### src/rtl/input_accum_pkg.sv
// Shared field positions and helpers for the input accumulator.
// Build with INPUT_ACCUM_CLAMP_EN to saturate the accumulators instead of wrapping.
package input_accum_pkg;

    localparam int SPIN_W    = 9;
    localparam int MS_TOGGLE = 24;
    localparam int MS_Y_HI   = 23;
    localparam int MS_X_HI   = 15;
    localparam int MS_XSIGN  = 4;
    localparam int MS_YSIGN  = 5;

    // Widest position supported; callers cast the result down to POS_W.
    localparam int POS_W_MAX = 32;

    function automatic logic [POS_W_MAX-1:0] sext9_to_pos(input logic [8:0] v);
        return {{(POS_W_MAX-9){v[8]}}, v};
    endfunction

endpackage

### src/rtl/input_accum_chan.sv
// One motion channel: toggle-flag event detect, signed accumulator, per-frame snapshot.
// INPUT_ACCUM_CLAMP_EN selects saturating accumulation at the signed limits.
module input_accum_chan
#(
    parameter int POS_W = 16
)(
    input  logic             clk_sys,
    input  logic             reset,
    input  logic             toggle,
    input  logic [POS_W-1:0] delta,
    input  logic             clear,
    input  logic             snap,
    output logic [POS_W-1:0] pos
);

    logic             tog_q;
    logic             evt;
    logic [POS_W-1:0] acc;
    logic [POS_W-1:0] acc_nxt;

    assign evt = toggle ^ tog_q;

`ifdef INPUT_ACCUM_CLAMP_EN
    logic [POS_W-1:0] sum;
    logic             ovf;

    assign sum = acc + delta;
    // Overflow only when both operands share a sign and the result flips it.
    assign ovf = (acc[POS_W-1] == delta[POS_W-1]) && (sum[POS_W-1] != acc[POS_W-1]);

    always_comb begin
        acc_nxt = sum;
        if (ovf)
            acc_nxt = delta[POS_W-1] ? {1'b1, {(POS_W-1){1'b0}}} : {1'b0, {(POS_W-1){1'b1}}};
    end
`else
    assign acc_nxt = acc + delta;
`endif

    always_ff @(posedge clk_sys) begin
        if (reset) begin
            tog_q <= toggle;
            acc   <= '0;
            pos   <= '0;
        end else begin
            tog_q <= toggle;
            if (clear)
                acc <= '0;
            else if (evt)
                acc <= acc_nxt;
            // Snapshot takes the pre-update accumulator, so a same-cycle event lands next frame.
            if (clear)
                pos <= '0;
            else if (snap)
                pos <= acc;
        end
    end

endmodule

### src/rtl/input_accum.sv
// Spinner and PS/2 mouse relative-to-absolute position accumulation with VBlank snapshots.
// Optional saturation instead of wrap is enabled by defining INPUT_ACCUM_CLAMP_EN.
module input_accum
    import input_accum_pkg::*;
#(
    parameter int CHANNELS = 6,
    parameter int POS_W    = 16
)(
    input  logic                      clk_sys,
    input  logic                      reset,
    input  logic [CHANNELS*SPIN_W-1:0] spinner,
    input  logic [24:0]               ps2_mouse,
    input  logic                      vblank,
    input  logic                      clear,
    output logic [CHANNELS*POS_W-1:0] spinner_pos,
    output logic [POS_W-1:0]          mouse_x,
    output logic [POS_W-1:0]          mouse_y,
    output logic [2:0]                mouse_btn,
    output logic [7:0]                mouse_events,
    output logic                      frame_strobe
);

    logic       vblank_q;
    logic       vb_rise;
    logic       ms_tog_q;
    logic       ms_evt;
    logic [8:0] ms_dx;
    logic [8:0] ms_dy;
    logic       unused_ok;

    assign vb_rise = vblank & ~vblank_q;
    assign ms_evt  = ps2_mouse[MS_TOGGLE] ^ ms_tog_q;
    assign ms_dx   = {ps2_mouse[MS_XSIGN], ps2_mouse[MS_X_HI -: 8]};
    assign ms_dy   = {ps2_mouse[MS_YSIGN], ps2_mouse[MS_Y_HI -: 8]};
    assign unused_ok = &{1'b0, ps2_mouse[7:6], ps2_mouse[3]};

    for (genvar n = 0; n < CHANNELS; n++) begin : g_spin
        input_accum_chan #(.POS_W(POS_W)) u_chan (
            .clk_sys (clk_sys),
            .reset   (reset),
            .toggle  (spinner[SPIN_W*n+8]),
            .delta   (POS_W'(sext9_to_pos({spinner[SPIN_W*n+7], spinner[SPIN_W*n +: 8]}))),
            .clear   (clear),
            .snap    (vb_rise),
            .pos     (spinner_pos[POS_W*n +: POS_W])
        );
    end

    input_accum_chan #(.POS_W(POS_W)) u_mouse_x (
        .clk_sys (clk_sys),
        .reset   (reset),
        .toggle  (ps2_mouse[MS_TOGGLE]),
        .delta   (POS_W'(sext9_to_pos(ms_dx))),
        .clear   (clear),
        .snap    (vb_rise),
        .pos     (mouse_x)
    );

    // PS/2 Y grows upward; negate so screen-down is positive.
    input_accum_chan #(.POS_W(POS_W)) u_mouse_y (
        .clk_sys (clk_sys),
        .reset   (reset),
        .toggle  (ps2_mouse[MS_TOGGLE]),
        .delta   (POS_W'(-sext9_to_pos(ms_dy))),
        .clear   (clear),
        .snap    (vb_rise),
        .pos     (mouse_y)
    );

    always_ff @(posedge clk_sys) begin
        if (reset) begin
            vblank_q     <= 1'b1;
            frame_strobe <= 1'b0;
            ms_tog_q     <= ps2_mouse[MS_TOGGLE];
            mouse_btn    <= '0;
            mouse_events <= '0;
        end else begin
            vblank_q     <= vblank;
            frame_strobe <= vb_rise;
            ms_tog_q     <= ps2_mouse[MS_TOGGLE];
            if (clear) begin
                mouse_events <= '0;
            end else if (ms_evt) begin
                mouse_events <= mouse_events + 8'd1;
                mouse_btn    <= ps2_mouse[2:0];
            end
        end
    end

endmodule

### config.mk
export PLATFORM = sky130hd
export DESIGN_NAME = input_accum
export DESIGN_NICKNAME = d
export VERILOG_FILES = /design/src/rtl/input_accum_pkg.sv /design/src/rtl/input_accum_chan.sv /design/src/rtl/input_accum.sv
export SDC_FILE = /design/constraint.sdc
export NUM_CORES = 1
export LEC_CHECK = 0
export CAP_MARGIN = 10
export CORE_MARGIN = 1
export CORE_UTILIZATION = 45
export DETAILED_ROUTE_END_ITERATION = 16
export GPL_TIMING_DRIVEN = 1
export HOLD_SLACK_MARGIN = 0.15
export PLACE_DENSITY = 0.71
export RECOVER_POWER = 25
export SLEW_MARGIN = 10
export SYNTH_ARGS = -nofsm -noshare
export SYNTH_HDL_FRONTEND = slang
export SYNTH_SLANG_ARGS = --single-unit
### constraint.sdc
create_clock -name clk_sys -period 2.3 [get_ports clk_sys]
set_clock_uncertainty 0.05 [all_clocks]
set_input_delay 0.345 -clock clk_sys [delete_from_list [all_inputs] [get_ports clk_sys]]
set_output_delay 0.345 -clock clk_sys [all_outputs]
set_load 0.02 [all_outputs]
==> results.sh, run 1 <==
export IMPL_run_status="finished, violations left"
export IMPL_violations="negative setup slack"
export IMPL_yosysSeqAreaShare_pct=37.05
export IMPL_relSlewSlack_pct=23.76
export IMPL_synth_top_area_share_pct=37.05
export IMPL_grt_remaining_overflow=0
export IMPL_period_needed_ns=2.412
export IMPL_p_comb_share_pct=21.8
export IMPL_pwr_share_clk_pct=38.1
export IMPL_drv_slew=0
export IMPL_yosysTopAreaCell="dfxtp_1"
export IMPL_drt_total_wl_um=43240
export IMPL_std_cell_rows=66
export IMPL_holdBufCountCts=0
export IMPL_core_um2=32540
export IMPL_synthToLayoutAreaGrowth_pct=45.34
export IMPL_hold_depth=3
export IMPL_vias=15110
export IMPL_hold_violations=0
export IMPL_grt_pass1_vias=14680
export IMPL_grt_max_degree=58
export IMPL_grt_util_all_layers_pct=24.37
export IMPL_wire_per_inst_um=15.16
export IMPL_ys_warn_count=0
export IMPL_dp_cells=2761
export IMPL_whs_endpoint="u_mouse_y.acc[1]"
export IMPL_fin_ws_ns=-0.1119
export IMPL_cp_max_fo=3
export IMPL_critPathLaunchType="register"
export IMPL_drive_gt1_share_pct=21.83
export IMPL_arrival_ns=2.81
export IMPL_place_ws_ns=-0.7669
export IMPL_power_switching_uw=3559
export IMPL_crit_type="register to register"
export IMPL_ant_nets=0
export IMPL_netlist_cell_type_count=64
export IMPL_worst_pin_slew_ns=1.135
export IMPL_dieHeight_um=184.0
export IMPL_critPathCaptureType="register"
export IMPL_rsz0062_at_grt="true"
export IMPL_io_buffers=219
export IMPL_r2r_end="g_spin[1].u_chan.acc[14]"
export IMPL_p_leak_uw=0.008861
export IMPL_clock_latency_ns=0.56
export IMPL_synth_flop_cell="dfxtp_1"
export IMPL_syn_area_um2=14910
export IMPL_cts_made_buffers=31
export IMPL_yosys_register_bits=276
export IMPL_dr_pass1_iters=5
export IMPL_die_area_um2=33870
export IMPL_drt_initial_drc_count=653
export IMPL_gp_congestion=0.9058
export IMPL_cp_required_ns=2.70
export IMPL_cts_path_max_buffers=3
export IMPL_cts_root_buf="clkbuf_16"
export IMPL_async_flop_share_pct=0
export IMPL_rr_startpoint="g_spin[1].u_chan.acc[0]"
export IMPL_setup_viol=28
export IMPL_synth_area_leaders="dfxtp_1, nand2_1, ha_1, a21oi_1, xnor2_1"
export IMPL_grt_antenna_before_repair=0
export IMPL_initial_utilization_pct=45.83
export IMPL_synth_edf_count=0
export IMPL_hp_start="ps2_mouse[17]"
export IMPL_period_share_pct=104.9
export IMPL_cts_sinks=276
export IMPL_clkTransAtPathRegs_ns=0.06
export IMPL_r2r_cells=10
export IMPL_dp_hpwl_um=30800
export IMPL_vias_per_cell=5.298
export IMPL_maxCapViolations=0
export IMPL_postSynthAreaPerCell_um2=7.911
export IMPL_intPower_uw=9088
export IMPL_final_cells=2853
export IMPL_synth_nets=2097
export IMPL_cts_htree_levels=1
export IMPL_fillers=2689
export IMPL_tritoncts="done"
export IMPL_die_w_um=184.0
export IMPL_max_freq_mhz=414.6
export IMPL_switching_share_pct=28.14
export IMPL_power_density_nw_per_um2=583.5
export IMPL_seq_power_share_pct=40.1
export IMPL_finish_net_count=2599
export IMPL_r2r_setup_slack_ns=-0.11
export IMPL_ir_worst_vdd_uv=590.6
export IMPL_hp_class="input port to register"
export IMPL_grt_pass1_wl_um=68680
export IMPL_drc=0
export IMPL_ios=223
export IMPL_synthCells=1885
[metal layers]
layer	vias to the layer above	track usage (%)	part of all wire, %
met5	-	0	0
met4	0	8.167	3.1
met3	90	3.764	4.4
met2	323	43.27	49
met1	7103	29.83	43
li1	7598	-	-
[cells in the final DEF, fill, tap and decap left out, types with 12 or more instances in the layout]
master / netlist / final
a211oi_1: 29 / 22
a21o_1: 41 / 41
a21oi_1: 302 / 276
a21oi_2: 1 / 26
and3_1: 13 / 13
buf_4: 1 / 329
clkbuf_1: 88 / 12
clkbuf_16: 0 / 31
clkdlybuf4s50_1: 0 / 209
dfxtp_1: 276 / 263
dfxtp_2: 0 / 12
ha_1: 121 / 101
ha_4: 0 / 17
inv_1: 29 / 28
nand2_1: 471 / 470
nand3_1: 48 / 48
nand4_1: 14 / 14
nor2_1: 64 / 62
nor2b_1: 13 / 12
o21ai_0: 69 / 49
o21ai_1: 1 / 15
or3_1: 13 / 13
xnor2_1: 64 / 62
xor2_1: 44 / 43
[synth_stat cells, types with 4 or more instances]
master	count
a211oi_1	29
a311oi_1	5
nand3_1	48
buf_2	4
nor4_1	6
nor2b_1	13
o22ai_1	4
or3_1	13
ha_1	121
xor2_1	44
o31ai_1	10
nand4b_1	6
or2_2	4
nand2b_1	12
a21o_1	41
mux2i_1	6
fa_1	8
and2_1	7
xnor2_1	64
a211o_1	7
clkbuf_1	88
and3_1	13
nand4_1	14
nor3_1	12
o21a_1	10
a31oi_1	10
a21oi_1	302
dfxtp_1	276
nor4b_1	6
o21ai_0	69
a31o_2	4
o21bai_1	14
inv_1	29
o211ai_1	7
nor2_1	64
nand2_1	471
a41oi_1	6
[power groups by stage]
stage / clock network, uW / logic [uW] / registers (uW)
2_1_floorplan: 0 / 1440 / 5140
3_3_place_gp: 0 / 2470 / 5150
3_5_place_dp: 0 / 2540 / 5160
4_1_cts: 4930 / 2610 / 5060
5_1_grt: 5120 / 3020 / 5080
6_report: 4820 / 2760 / 5070
[critical path, stage by stage (launching register included)]
cell and delay [ns]:
dfxtp_2 0.33, ha_4 0.16, fa_2 0.34, a21o_1 0.16
a21o_1 0.17, a21o_1 0.21, nor3_4 0.22, o311ai_4 0.17
o31ai_2 0.24, xor2_1 0.19, o21ai_1 0.07
[cells by family after synthesis]
group	synth area share [%]
flip-flops	37.05
AO/OA/AOI/OAI	21.69
adder cells (fa/ha/maj)	11.23
AND/OR/NAND/NOR	20.04
buffers and inverters	3.247
multiplexers	0.4028
XOR/XNOR	6.343
[repair_timing]
item / 4_1_cts / 5_1_grt
buffers inserted: 13 / 23
pin swaps: 33 / 77
gates resized for setup: 37 / 108
endpoints found under the setup margin: 23 / 55
[worst max path at each step]
stage                                 start                        to  slack, ns
finish              g_spin[1].u_chan.acc[0]  g_spin[1].u_chan.acc[14]      -0.11
global route        g_spin[1].u_chan.acc[0]  g_spin[1].u_chan.acc[14]      -0.20
CTS                 g_spin[1].u_chan.acc[0]  g_spin[1].u_chan.acc[14]      -0.07
detailed placement               spinner[9]  g_spin[1].u_chan.acc[14]      -0.77
global placement                 spinner[9]  g_spin[1].u_chan.acc[14]      -0.69
floorplan                        spinner[9]  g_spin[1].u_chan.acc[14]      -0.06
[sequential cells by signal (all words and copies together), names as in the netlist]
name                 cells
g_spin.u_chan.tog_q      6
u_mouse_x.acc           16
mouse_btn                3
g_spin.u_chan.acc       96
mouse_events             8
vblank_q                 1
g_spin.u_chan.pos       96
frame_strobe             1
u_mouse_y.pos           16
u_mouse_y.acc           16
u_mouse_y.tog_q          1
u_mouse_x.pos           16
[per-stage QoR]
step	setup TNS [ns]	instance area, um^2	hold WS [ns]	total power [uW]	utilization, %
2_1_floorplan	-0.1419	14990	0.3227	6583	-
3_3_place_gp	-29.94	19870	0.3906	7622	61.08
3_5_place_dp	-33.51	19870	0.3955	7702	61.08
4_1_cts	-0.1249	21100	0.2445	12600	64.84
5_1_grt	-8.407	21670	0.2197	13230	66.61
6_report	-0.6565	21670	0.2048	12650	66.61
[final cells by class]
| class | instances | area, um^2 | area share, % |
|---|---|---|---|
| Multi-Input combinational cell | 1483 | 9612 | 44.35 |
| Sequential cell | 276 | 5544 | 25.58 |
| Timing Repair Buffer | 566 | 4868 | 22.46 |
| Clock buffer | 41 | 843.3 | 3.891 |
| Tap cell | 442 | 553.0 | 2.552 |
| Clock inverter | 15 | 141.4 | 0.6524 |
| Inverter | 29 | 108.9 | 0.5022 |
| Antenna cell | 1 | 2.502 | 0.01155 |
(Power assumes the default switching activity.)
==> inputs of run 2 (changes only) <==
--- a/config.mk
+++ b/config.mk
@@ -5,6 +5,7 @@
 export SDC_FILE = /design/constraint.sdc
 export NUM_CORES = 1
 export LEC_CHECK = 0
+export ABC_CLOCK_PERIOD_IN_PS = 2300
 export CAP_MARGIN = 10
 export CORE_MARGIN = 1
 export CORE_UTILIZATION = 45
==> results of run 2 <==
Same layout as run 1: the final DEF is identical, and so are final timing and power.
